<file path="src/rtl/sign_magnitude_table_writer.sv">
// sign_magnitude_table_writer
//
// Answers sign-magnitude additions by table lookup. On leaving reset, and on
// every rebuild request, an internal generator writes the sum of every
// possible {a, b} operand pair into a table, one entry per clock. When the
// table is complete, lookups are accepted at one per cycle. Each result
// appears one cycle after it is accepted.
//
// Ports
//   clk        single clock, rising edge
//   rst_n      asynchronous active-low reset
//   rebuild    one-cycle request to regenerate the table (ignored during INIT)
//   in_valid   lookup request
//   a, b       sign-magnitude operands (MSB = sign, rest = magnitude)
//   in_ready   high only while lookups are accepted (table ready)
//   out_valid  result on sum is valid this cycle
//   sum        result: sign at bit DATA_WIDTH, magnitude in DATA_WIDTH-1:0;
//              holds its last value while out_valid is low
//   init_done  high while the table is fully written and unmodified
//
// Table contents are not cleared by reset. Only the generator rewrites them.

module sign_magnitude_table_writer #(
    parameter int unsigned DATA_WIDTH = 4
) (
    input  logic                  clk,
    input  logic                  rst_n,
    input  logic                  rebuild,
    input  logic                  in_valid,
    input  logic [DATA_WIDTH-1:0] a,
    input  logic [DATA_WIDTH-1:0] b,
    output logic                  in_ready,
    output logic                  out_valid,
    output logic [DATA_WIDTH:0]   sum,
    output logic                  init_done
);

    localparam int unsigned ADDR_WIDTH = 2 * DATA_WIDTH;
    localparam int unsigned DEPTH      = 1 << ADDR_WIDTH;
    localparam int unsigned MAG_WIDTH  = DATA_WIDTH - 1;

    typedef enum logic {
        INIT  = 1'b0,
        READY = 1'b1
    } state_t;

    state_t                state;
    logic [ADDR_WIDTH-1:0] wr_addr;

    logic [DATA_WIDTH:0]   table_mem [DEPTH];

    // Generator datapath: decode the write address into operands and form
    // their sign-magnitude sum.
    logic [DATA_WIDTH-1:0] gen_a;
    logic [DATA_WIDTH-1:0] gen_b;
    logic                  sign_a;
    logic                  sign_b;
    logic [MAG_WIDTH-1:0]  mag_a;
    logic [MAG_WIDTH-1:0]  mag_b;
    logic [DATA_WIDTH-1:0] gen_mag;
    logic                  gen_sign;
    logic [DATA_WIDTH:0]   wr_data;
    logic                  wr_en;
    logic                  accept;

    always_comb begin
        gen_a    = wr_addr[ADDR_WIDTH-1:DATA_WIDTH];
        gen_b    = wr_addr[DATA_WIDTH-1:0];
        sign_a   = gen_a[DATA_WIDTH-1];
        sign_b   = gen_b[DATA_WIDTH-1];
        mag_a    = gen_a[MAG_WIDTH-1:0];
        mag_b    = gen_b[MAG_WIDTH-1:0];
        gen_mag  = '0;
        gen_sign = 1'b0;

        if (sign_a == sign_b) begin
            // Two (DATA_WIDTH-1)-bit magnitudes always fit in DATA_WIDTH bits.
            gen_mag  = {1'b0, mag_a} + {1'b0, mag_b};
            gen_sign = sign_a;
        end else if (mag_a >= mag_b) begin
            gen_mag  = {1'b0, MAG_WIDTH'(mag_a - mag_b)};
            gen_sign = sign_a;
        end else begin
            gen_mag  = {1'b0, MAG_WIDTH'(mag_b - mag_a)};
            gen_sign = sign_b;
        end

        // Zero is always +0, including -0 + -0 and +m + -m.
        if (gen_mag == '0) begin
            gen_sign = 1'b0;
        end

        wr_data = {gen_sign, gen_mag};
    end

    assign wr_en  = (state == INIT);
    assign accept = in_valid && in_ready;

    // Table write port (generator). Not reset, so the contents survive reset.
    always_ff @(posedge clk) begin
        if (wr_en) begin
            table_mem[wr_addr] <= wr_data;
        end
    end

    // Control FSM. in_ready and init_done are registered copies of
    // (state == READY), so they change on the same edge as the state.
    always_ff @(posedge clk or negedge rst_n) begin
        if (!rst_n) begin
            state     <= INIT;
            wr_addr   <= '0;
            in_ready  <= 1'b0;
            init_done <= 1'b0;
        end else begin
            case (state)
                INIT: begin
                    // The last entry is written on the same edge that enters
                    // READY. The counter parks at the top rather than wrapping.
                    if (wr_addr == '1) begin
                        state     <= READY;
                        in_ready  <= 1'b1;
                        init_done <= 1'b1;
                    end else begin
                        wr_addr <= wr_addr + 1'b1;
                    end
                end
                READY: begin
                    if (rebuild) begin
                        state     <= INIT;
                        wr_addr   <= '0;
                        in_ready  <= 1'b0;
                        init_done <= 1'b0;
                    end
                end
                default: begin
                    state     <= INIT;
                    wr_addr   <= '0;
                    in_ready  <= 1'b0;
                    init_done <= 1'b0;
                end
            endcase
        end
    end

    // Registered read port. A lookup accepted with a simultaneous rebuild
    // still reads the old, complete table: the rewrite of address 0 happens
    // one edge later.
    always_ff @(posedge clk or negedge rst_n) begin
        if (!rst_n) begin
            out_valid <= 1'b0;
            sum       <= '0;
        end else begin
            out_valid <= accept;
            if (accept) begin
                sum <= table_mem[{a, b}];
            end
        end
    end

endmodule

</file>
<file path="config.mk">
export PLATFORM = sky130hd
export DESIGN_NAME = sign_magnitude_table_writer
export DESIGN_NICKNAME = d
export VERILOG_FILES = /design/src/rtl/sign_magnitude_table_writer.sv
export SDC_FILE = /design/constraint.sdc
export NUM_CORES = 1
export LEC_CHECK = 0
export CAP_MARGIN = 10
export CORE_UTILIZATION = 55
export CTS_BUF_LIST = sky130_fd_sc_hd__clkbuf_8
export CTS_CLUSTER_DIAMETER = 60
export DETAILED_ROUTE_END_ITERATION = 8
export GPL_ROUTABILITY_DRIVEN = 1
export PLACE_DENSITY = 0.69
export RECOVER_POWER = 25
export SYNTH_ARGS = -nofsm -noshare
export SYNTH_HDL_FRONTEND = slang
export SYNTH_SLANG_ARGS = --single-unit
</file>
<file path="constraint.sdc">
create_clock -name clk -period 20.2 [get_ports clk]
set_clock_uncertainty 0.1 [all_clocks]
set_input_delay 4.04 -clock clk [delete_from_list [all_inputs] [get_ports clk]]
set_output_delay 4.04 -clock clk [all_outputs]
set_load 0.03 [all_outputs]
</file>
==> results.txt <==
----------------------------------------------------
[Yosys]
  Count of flip-flops with a built-in enable after synthesis ... 1280
  Warnings from Yosys ... 0
  Area fraction of the dominant cell type after synthesis ... 74.7%
  Async set or reset register ratio after synthesis ... approximately 1.2%
  Share of synthesized area occupied by flip-flops and latches ... between 70% and 80%
  Largest cells by area after synthesis ... edfxtp_1, mux4_2, mux2i_1, nor2_1, a22oi_1
  Distinct cell type count of the synthesized netlist ... 66
  Main flop type after synthesis ... edfxtp_1
  Cell count after synthesis ... 2716
  Net count after synthesis ... roughly 2700
  Mapped cell area ... around 50000 um2
  Register bit total from synthesis ... 1296
  Post-synth top area cell ... edfxtp_1
  Syn_area_per_cell ... between 15 and 20 um2

[Worst setup path]
  Type of element launching the critical path ... input pin
  Highest-delay cell along the critical path ... buf_4
  Worst-path maximum fanout ... 70
  Max incr delay on CP ... around 0.84 ns
  Worst Setup End Kind ... register
  Required time at the worst-slack endpoint ... between 20 and 25 ns
  Cell Chain, Critical Path ... buf_8, buf_4, buf_4, buf_4, mux4_2, a22o_1, a2111oi_0, buf_4, nor4_1, o2111ai_1, a211oi_1, a221o_1
  Critical setup path kind ... in -> reg
  Data arrival time of the critical path ... around 9 ns
  Most common cell type on the critical path ... buf_4

[Pwr]
  Peak supply drop ... between 50 and 60 uV
  Power per Cell Area ... 89.8 nW/um2
  LEAKAGE ... approximately 16 nW

[Die]
  Full die area ... between 90000 and 100000 um2
  Initial core utilization ... ~56%
  Standard-cell row count ... roughly 110
  Top Ports ... 20
  Chip height ... approximately 310 um
  Floorplan Core Area ... slightly above 90000 um2
  Die width ... between 300 and 400 um

[Cells and area]
  Number of nets in the layout ... about 2800
  Most common cell after layout, fill and taps aside ... edfxtp_1
  Combined flip-flop and latch cell area ... between 30000 and 40000 um2
  Growth of design area from synthesis to finish ... 9.04%
  Filler-free cell count of the finished design ... between 4000 and 5000
  Multi-input combinational cell area ... around 12000 um2
  Fill cells ... 6588
  Commonest non-fill, non-tap cells in the layout ... edfxtp_1, nor2_1, mux4_2
  Share of post-route cells with drive strength above 1 ... about 18%

[CTS]
  Total clock buffers created by CTS ... approximately 200
  TritonCTS clock tree ... built
  Maximum count of clock buffers along a single path ... 3
  Post-CTS sizing ... 0
  Clk root buf ... clkbuf_8
  Clock sink total ... between 1000 and 1500
  CTS hold repair buffers ... 0
  Clock latency reported for the late side of the worst-skew pair ... between 0.8 and 0.9 ns
  Number of levels the H-tree was split into ... 4
  Clock-pin transition on the worst setup and hold timing paths ... about 0.07 ns
  Number of buffers added for setup after CTS ... 0

[Routing]
  Per-cell via count in the routed design ... roughly 6.4
  Detailed Route WL ... 128 mm
  Count of vias placed by the detailed router ... about 27000
  Number of DRC markers after the initial detailed-route iteration ... around 3400
  DRC violation count after routing ... 0
  Number of optimization iterations in the first detailed-route pass ... 6
  Routed wire length per instance ... 30.3 um
  Antenna violation net count after detailed routing ... 0

[Global route]
  Pin count of the biggest net entering global routing ... about 260
  Vias in the first global route ... roughly 27000
  Initial antenna violation count ... 5
  Grt ovf ... 0
  Wire length of the first global-routing pass ... ~190 mm
  Global-route usage over all layers ... about 27%

[Timing]
  Highest Clock Rate ... around 120 MHz
  Setup repair after global routing missed its margin ... no
  Transition time of the tightest slew-check pin ... 3.91 ns
  Final worst path period share ... 41.2%
  Final hold viol count ... 0
  Min Tclk post-route ... a little over 8 ns
  Relative slew slack ... -161%
  Post-Route Hold Slack ... around 0.5 ns
  Post-route setup TNS ... 0 ns
  Total count of max-transition violations in the final report ... approximately 320
  Setup-violating endpoint count in the final report ... 0

[Status]
  Result of the run ... finished, violations left
  Violated checks ... capacitance limit, slew limit

[Placement]
  Final RePlAce weighted congestion ... a little over 0.9
  Number of placed instances, taps included ... around 3900
  Port Buf Inserts ... 19
  Placed wire-length estimate ... between 70 and 80 mm

[Min path]
  Path category of the worst min-delay check ... reg -> reg

[Flow run]
  Max-cap violations ... 9

----------------------------------------------------
==> through the flow <==
| stage | area [um2] | total power [W] | setup slack (ns) | util [%] |
|---|---|---|---|---|
| after floorplan | 51500 | 0.00308 | 3.69 | - |
| after global placement | 52600 | 0.00312 | 10.99 | 57.0 |
| after detailed placement | 52600 | 0.00312 | 10.94 | 57.0 |
| after CTS | 56100 | 0.00507 | 11.86 | 60.9 |
| after global routing | 56100 | 0.00518 | 11.49 | 60.9 |
| final | 56100 | 0.00504 | 11.88 | 60.9 |
==> synthesized netlist by cell type (all sizes together) (5+ instances only) <==
cell and instances:
edfxtp 1280, nor2 306, mux4 225, mux2i 188
buf 95, a22oi 79, clkbuf 75, nand2 72
a21oi 46, nand3 36, o21ai 34, o221ai 33
o22ai 32, a211oi 16, dfrtp 16, nor3 14
inv 13, a2111oi 11, ha 11, nor2b 11
o211ai 11, a31oi 10, and2 8, nor4 8
a22o 7, or2 7, a221oi 6, a221o 5
mux2 5
==> layer usage <==
layer	part of all wire (%)	global-route usage [%]
met2	48	42.7
met3	10	7.03
met4	3.6	10.7
met1	39	37.5
met5	0.018	0
==> registers in the layout, indices dropped and copies added (netlist names) <==
| name | flops |
|---|---|
| wr_addr | 8 |
| init_done | 1 |
| state | 1 |
| table_mem | 1280 |
| sum | 5 |
| out_valid | 1 |
==> worst paths after layout <==
path                       slack [ns]  cells after the start                   start                    endpoint
hold reg to reg                  0.50                      1      sum[3]$_DFFE_PN0P_          sum[3]$_DFFE_PN0P_
setup reg to reg                12.72                      5  wr_addr[0]$_DFFE_PN0P_  table_mem[96][0]$_DFFE_PP_
max in group asynchronous       16.00                      2                   rst_n      wr_addr[6]$_DFFE_PN0P_
setup / recovery                11.88                     12                    b[0]          sum[1]$_DFFE_PN0P_
hold / removal                   0.50                      1      sum[3]$_DFFE_PN0P_          sum[3]$_DFFE_PN0P_
min in group asynchronous        3.46                      1                   rst_n      wr_addr[0]$_DFFE_PN0P_
==> where the power goes <==
group	total (W)	switching [W]	internal (W)
Combinational	0.000157	0.000103	0.0000543
Sequential	0.00291	0.00000229	0.00291
Clock	0.00197	0.000990	0.000981
==> worst max-delay path, delay by kind of cell <==
kind | cells | cell delay (ns)
muxes | 1 | 0.58
and+or+nand+nor | 1 | 0.05
AOI/OAI and AO/OA | 5 | 1.12
buffers and inverters | 5 | 3.03
==> layout make-up <==
class / count / share of cell area [%]
Antenna cell: 3 / 0.0134
Clock buffer: 203 / 4.98
Clock inverter: 152 / 1.34
Inverter: 14 / 0.0959
Multi-Input combinational cell: 1236 / 20.6
Sequential cell: 1296 / 69.2
Tap cell: 1243 / 2.77
Timing Repair Buffer: 64 / 1.01
==> kinds of logic after synthesis <==
| family | count (synthesis) | share of synthesized area, % |
|---|---|---|
| buf+inv | 184 | 2.19 |
| flops | 1296 | 75.4 |
| xor+xnor | 6 | 0.102 |
| simple gates | 490 | 4.05 |
| compound gates | 308 | 4.20 |
| fa+ha+maj | 14 | 0.384 |
| mux | 418 | 13.6 |
No activity file was read; power rests on OpenSTA's default activity.
